$ cat config.mk
export PLATFORM = sky130hd
export DESIGN_NAME = mult_result_collector_flat
export DESIGN_NICKNAME = d
export VERILOG_FILES = /design/src/rtl/mult_pkg.sv /design/src/rtl/mult_result_collector_if.sv /design/src/rtl/mult_res_fifo.sv /design/src/rtl/mult_result_collector.sv /design/src/flat_wrapper.sv
export SDC_FILE = /design/constraint.sdc
export NUM_CORES = 1
export LEC_CHECK = 0
export ABC_AREA = 1
export ABC_CLOCK_PERIOD_IN_PS = 2200
export CAP_MARGIN = 20
export CORE_MARGIN = 2
export CORE_UTILIZATION = 35
export CTS_CLUSTER_DIAMETER = 60
export CTS_CLUSTER_SIZE = 10
export DETAILED_ROUTE_END_ITERATION = 8
export GPL_ROUTABILITY_DRIVEN = 0
export PLACE_DENSITY_LB_ADDON = 0.12
export SLEW_MARGIN = 40
export SYNTH_ARGS = -nofsm -noshare
export SYNTH_HDL_FRONTEND = slang
export SYNTH_SLANG_ARGS = --single-unit
$ cat constraint.sdc
create_clock -name clk -period 2.2 [get_ports clk]
set_clock_uncertainty 0.15 [all_clocks]
set_input_delay 0.22 -clock clk [delete_from_list [all_inputs] [get_ports clk]]
set_output_delay 0.22 -clock clk [all_outputs]
set_load 0.005 [all_outputs]
$ cat src/rtl/mult_pkg.sv
// Shared widths and defaults for the multiplier result collector.
// Also holds the saturating increment used by the drop counter.
package mult_pkg;

  localparam int PROD_W        = 8;
  localparam int DEFAULT_DEPTH = 4;
  localparam int DEFAULT_SUM_W = 12;
  localparam int DROP_W        = 8;

  localparam logic [DROP_W-1:0] DROP_MAX = '1;

  function automatic logic [DROP_W-1:0] sat_inc(input logic [DROP_W-1:0] value);
    return (value == DROP_MAX) ? value : value + DROP_W'(1);
  endfunction

endpackage

$ cat src/rtl/mult_result_collector_if.sv
// Product capture and result streaming signals of the collector.
// The slave side belongs to the collector, the master side to its environment.
interface mult_result_collector_if;
  import mult_pkg::*;

  logic [PROD_W-1:0] product;
  logic              op_ready;
  logic [PROD_W-1:0] out_data;
  logic              out_valid;
  logic              out_ready;

  modport master (
    output product,
    output op_ready,
    output out_ready,
    input  out_data,
    input  out_valid
  );

  modport slave (
    input  product,
    input  op_ready,
    input  out_ready,
    output out_data,
    output out_valid
  );

endinterface

$ cat src/rtl/mult_res_fifo.sv
// Power-of-two result FIFO: storage, wrapping pointers and occupancy.
// A write while full is accepted only when a read frees the head slot in the same cycle.
module mult_res_fifo #(
  parameter int DEPTH = 4,
  parameter int W     = 8
) (
  input  logic                     clk,
  input  logic                     rst_n,
  input  logic                     wr_en,
  input  logic [W-1:0]             wr_data,
  input  logic                     rd_en,
  output logic [W-1:0]             rd_data,
  output logic [$clog2(DEPTH):0]   count,
  output logic                     full,
  output logic                     empty
);

  localparam int AW = $clog2(DEPTH);
  localparam int CW = AW + 1;

  logic [W-1:0]  mem [DEPTH];
  logic [AW-1:0] wr_ptr;
  logic [AW-1:0] rd_ptr;
  logic          do_wr;
  logic          do_rd;

  assign empty   = (count == '0);
  assign full    = (count == CW'(DEPTH));
  assign do_rd   = rd_en && !empty;
  assign do_wr   = wr_en && (!full || do_rd);
  assign rd_data = mem[rd_ptr];

  always_ff @(posedge clk) begin
    if (!rst_n) begin
      wr_ptr <= '0;
      rd_ptr <= '0;
      count  <= '0;
    end else begin
      if (do_wr) wr_ptr <= wr_ptr + AW'(1);
      if (do_rd) rd_ptr <= rd_ptr + AW'(1);
      case ({do_wr, do_rd})
        2'b10:   count <= count + CW'(1);
        2'b01:   count <= count - CW'(1);
        default: count <= count;
      endcase
    end
  end

  // Storage has no reset; writes are still suppressed while reset is asserted.
  always_ff @(posedge clk) begin
    if (rst_n && do_wr) mem[wr_ptr] <= wr_data;
  end

endmodule

$ cat src/rtl/mult_result_collector.sv
// Captures one product per op_ready rising edge into a FIFO, keeping a running
// sum with sticky wrap flag and a saturating count of products lost to a full FIFO.
module mult_result_collector
  import mult_pkg::*;
#(
  parameter int DEPTH = DEFAULT_DEPTH,
  parameter int SUM_W = DEFAULT_SUM_W
) (
  input  logic                    clk,
  input  logic                    rst_n,
  input  logic                    clr,
  mult_result_collector_if.slave  bus,
  output logic [$clog2(DEPTH):0]  count,
  output logic                    full,
  output logic [SUM_W-1:0]        sum,
  output logic                    sum_ovf,
  output logic [DROP_W-1:0]       drop_cnt
);

  logic             op_ready_q;
  logic             capture;
  logic             pop;
  logic             dropped;
  logic             empty;
  logic [SUM_W:0]   sum_ext;

  assign capture = bus.op_ready && !op_ready_q;
  assign pop     = !empty && bus.out_ready;
  assign dropped = capture && full && !pop;
  assign sum_ext = {1'b0, sum} + (SUM_W+1)'(bus.product);

  assign bus.out_valid = !empty;

  mult_res_fifo #(
    .DEPTH (DEPTH),
    .W     (PROD_W)
  ) u_fifo (
    .clk     (clk),
    .rst_n   (rst_n),
    .wr_en   (capture),
    .wr_data (bus.product),
    .rd_en   (bus.out_ready),
    .rd_data (bus.out_data),
    .count   (count),
    .full    (full),
    .empty   (empty)
  );

  // Every capture feeds the sum, even one the FIFO had to drop.
  always_ff @(posedge clk) begin
    if (!rst_n) begin
      op_ready_q <= 1'b0;
      sum        <= '0;
      sum_ovf    <= 1'b0;
      drop_cnt   <= '0;
    end else begin
      op_ready_q <= bus.op_ready;
      if (clr) begin
        sum      <= capture ? SUM_W'(bus.product) : '0;
        sum_ovf  <= 1'b0;
        drop_cnt <= dropped ? DROP_W'(1) : '0;
      end else begin
        if (capture) begin
          sum <= sum_ext[SUM_W-1:0];
          if (sum_ext[SUM_W]) sum_ovf <= 1'b1;
        end
        if (dropped) drop_cnt <= sat_inc(drop_cnt);
      end
    end
  end

endmodule

$ cat src/flat_wrapper.sv
// flat-port wrapper written by rule: the top's interface ports become plain ports
module mult_result_collector_flat import mult_pkg::*;
#(
  parameter int DEPTH = DEFAULT_DEPTH,
  parameter int SUM_W = DEFAULT_SUM_W
)
  (clk, rst_n, clr, count, full, sum, sum_ovf, drop_cnt, bus_product, bus_op_ready, bus_out_ready, bus_out_data, bus_out_valid);
  mult_result_collector_if bus_i ();
  input  logic clk;
  input  logic rst_n;
  input  logic clr;
  output logic [$clog2(DEPTH):0] count;
  output logic full;
  output logic [SUM_W-1:0] sum;
  output logic sum_ovf;
  output logic [DROP_W-1:0] drop_cnt;
  input wire logic [$bits(bus_i.product)-1:0] bus_product;
  input wire logic [$bits(bus_i.op_ready)-1:0] bus_op_ready;
  input wire logic [$bits(bus_i.out_ready)-1:0] bus_out_ready;
  output wire logic [$bits(bus_i.out_data)-1:0] bus_out_data;
  output wire logic [$bits(bus_i.out_valid)-1:0] bus_out_valid;
  assign bus_i.product = bus_product;
  assign bus_i.op_ready = bus_op_ready;
  assign bus_i.out_ready = bus_out_ready;
  assign bus_out_data = bus_i.out_data;
  assign bus_out_valid = bus_i.out_valid;
  mult_result_collector #(.DEPTH(DEPTH), .SUM_W(SUM_W)) u_core (.clk(clk), .rst_n(rst_n), .clr(clr), .bus(bus_i), .count(count), .full(full), .sum(sum), .sum_ovf(sum_ovf), .drop_cnt(drop_cnt));
endmodule
==> flow_summary.yaml, run 1 <==
synthesis:
  syn_area_sq_um: 3120
  synth_cell_types: 31
  syn_nets: 402
  ys_seq_elements: 63
  ys_seq_area_share_pct: 50.7
  yosys_warnings: 0
  syn_inst: 374
  syn_area_per_cell_sq_um: 8.34
drt:
  routed_via_density: 4.60
  first_iter_violations: 88
  avgRoutedWirePerCell_um: 12.5
  firstDrtPassIters: 4
  drc_errors: 0
  antenna_left: 0
  vias: 2564
  drt_wl_total_mm: 6.98
cts:
  clockRootBuffer: "clkbuf_8"
  clk_path_buf_depth: 2
  clkLatencyLatePin_ns: 0.34
  cts_hold_buf: 0
  clock-sinks: 63
  numCtsBuffers: 9
  cts_tree: "done"
  clk_pin_slew_worst_paths_ns: 0.07
  htree_levels: 3
final_layout:
  layout-drive-gt1-share_pct: 11.6
  finalNetCount: 472
  final_cell_area_sq_um: 4050
  fin_util_pct: 46.6
  antenna_cells: 0
  fin_cells: 557
  syn2layout_area_growth_pct: 29.7
run_status:
  outcome: "finished, final reports clean"
floorplanning:
  die_x_um: 98.4
  die_h_um: 98.4
  dieArea_sq_um: 9680
  rows: 34
  ios: 47
  core-area_sq_um: 8680
  start_util_pct: 35.9
timing:
  tightest_slew_ns: 0.313
  finalHoldViolCount: 0
  hold_slack_ns: 0.314
  fmaxAchievable_mhz: 489
  fin_crit_sh_pct: 92.9
  finalSetupViolCount: 0
  period_minus_slack_ns: 2.04
  drv_slew: 0
  relSlewSlack_pct: 79.1
  rsz0062_at_grt: "false"
worst_setup_path:
  cp_max_fo: 16
  cp_data_arrival_time_ns: 1.67
  rr_worst_depth: 11
  critical_path.cell_chain: "buf_6 > o21ai_0 > o22ai_1 > clkdlybuf4s50_1"
  critPathKind: "reg -> out"
  cp-end-kind: "output port"
  critical-path-max-stage-delay_ns: 0.52
  cp_slowest_cell: "clkdlybuf4s50_1"
  cp-start-kind: "flip-flop"
  worstPathRequired_ns: 1.83
min_path:
  worst_hold_path_type: "reg -> reg"
  hold_depth: 2
global_routing:
  grt_remaining_overflow: 0
  grt_pass1_wl_mm: 11.6
  antenna_found_initial: 0
  grt_pass1_vias: 2460
  grt_max_degree: 19
  grtUsageTotal_pct: 15.2
place:
  dpl_cell_area_sq_um: 3820
  dp_cells: 540
  hpwl_mm: 4.95
  portBuffers: 46
power:
  ir_worst_vdd_mv: 0.295
  combPwrFrac_pct: 20.6
  p_switching_mw: 0.802
  swShare_pct: 27.6
  p_leak_nw: 1.63
  power_density_nw_per_um2: 717
  clkPwrFrac_pct: 33.4
  intPower_mw: 2.10
  seq_power_share_pct: 45.9
run:
  cap_violations: 0
==> area by class of cell <==
| class | instances | area [sq um] |
|---|---|---|
| Multi-Input combinational cell | 254 | 1330 |
| Clock inverter | 6 | 61.3 |
| Sequential cell | 63 | 1580 |
| Timing Repair Buffer | 64 | 614 |
| Fill cell | 869 | 4630 |
| Tap cell | 108 | 135 |
| Clock buffer | 10 | 128 |
| Inverter | 52 | 199 |
==> metal layers <==
| metal | wire length [um] | vias up | track usage (%) |
|---|---|---|---|
| met5 | 0 | - | 0 |
| met4 | 48 | 0 | 5.69 |
| met3 | 260 | 5 | 3.51 |
| met2 | 3210 | 37 | 24.9 |
| met1 | 3460 | 1147 | 19.7 |
| li1 | - | 1375 | - |
==> worst max-delay path, delay by kind of cell (launching register included) <==
kind                   cells  cell delay, ns
buffers and inverters      2            0.69
AOI/OAI and AO/OA          2            0.29
DFF                        1            0.36
==> final timing paths <==
kind | to | startpoint | slack [ns]
setup / recovery | bus_out_data[1] | flip-flop | 0.16
hold / removal | u_core.sum_ovf | u_core.sum_ovf | 0.31
setup reg to reg | u_core.sum[10] | u_core.sum[0] | 0.29
hold reg to reg | u_core.sum_ovf | u_core.sum_ovf | 0.31
==> power groups by stage <==
stage          Combinational [mW]  Sequential, mW  Clock (mW)
6_report                    0.599            1.33       0.970
5_1_grt                     0.678            1.34        1.05
4_1_cts                     0.607            1.33        1.00
3_5_place_dp                0.586            1.36           0
3_3_place_gp                0.584            1.36           0
2_1_floorplan               0.310            1.35           0
==> Yosys cell counts (all sizes together) <==
cell type | instances | area (sq um)
xnor2 | 1 | 8.76
a21oi | 28 | 140
o22ai | 8 | 50.1
edfxtp | 32 | 961
o21ai | 30 | 150
o21a | 1 | 7.51
clkbuf | 4 | 15.0
buf | 1 | 5.00
nand3 | 20 | 100
nor3b | 1 | 7.51
inv | 52 | 195
dfxtp | 31 | 621
nand2 | 71 | 279
or2 | 4 | 25.0
and2 | 2 | 12.5
nand4 | 4 | 25.0
nor3 | 5 | 41.3
nand3b | 1 | 7.51
nor2 | 63 | 265
fa | 2 | 40.0
ha | 13 | 163
==> registers in the layout (all words and copies together), names as in the netlist, named ones only <==
| name | flops |
|---|---|
| u_core.u_fifo.wr_ptr | 2 |
| u_core.drop_cnt | 8 |
| u_core.op_ready_q | 1 |
| u_core.sum | 12 |
| u_core.u_fifo.rd_ptr | 2 |
| u_core.sum_ovf | 1 |
| u_core.u_fifo.mem | 32 |
| u_core.u_fifo.count | 3 |
==> cell usage in the layout, fill, tap and decap left out, types with 4 or more instances in the layout <==
cell / instances
dfxtp_1: 29
o22ai_1: 8
nand3_1: 20
clkdlybuf4s50_1: 45
a21oi_1: 28
buf_4: 16
inv_2: 6
inv_1: 45
nand4_1: 4
clkbuf_8: 9
nor2_1: 59
edfxtp_1: 32
nand2_1: 67
ha_1: 13
o21ai_0: 27
==> cell families after synthesis <==
kind of cell    Yosys count  synth area share [%]
flops                    63                  50.7
buf+inv                  57                  6.90
xor+xnor                  1                 0.281
fa+ha+maj                15                  6.50
simple gates            171                  24.5
compound gates           67                  11.2
==> through the flow <==
step	setup slack [ns]	power, mW	setup TNS [ns]
global placement	-0.0639	1.94	-0.193
detailed placement	-0.101	1.94	-0.320
floorplan	0.375	1.66	0
finish	0.155	2.90	0
CTS	0.0131	2.94	0
global route	0.0241	3.07	0
==> timing repair <==
| item | CTS | global route |
|---|---|---|
| pin swaps | 0 | 1 |
| buffers inserted | 1 | 0 |
| setup endpoints to repair | 7 | 9 |
| resized for setup | 2 | 5 |
| hold endpoints to repair | 0 | 0 |
Power figures use the tool's default switching activity.
==> run 2: changes to the inputs <==
--- a/config.mk
+++ b/config.mk
@@ -19,3 +19,4 @@
 export SYNTH_ARGS = -nofsm -noshare
 export SYNTH_HDL_FRONTEND = slang
 export SYNTH_SLANG_ARGS = --single-unit
+export TNS_END_PERCENT = 50
==> results of run 2 <==
No change in the layout: final DEF, timing and power equal those of run 1.
==> run 3: changes to the inputs <==
--- a/config.mk
+++ b/config.mk
@@ -15,7 +15,7 @@
 export DETAILED_ROUTE_END_ITERATION = 8
 export GPL_ROUTABILITY_DRIVEN = 0
 export PLACE_DENSITY_LB_ADDON = 0.12
-export SLEW_MARGIN = 40
+export SLEW_MARGIN = 20
 export SYNTH_ARGS = -nofsm -noshare
 export SYNTH_HDL_FRONTEND = slang
 export SYNTH_SLANG_ARGS = --single-unit
==> results of run 3 <==
No change in the layout: final DEF, timing and power equal those of run 1.
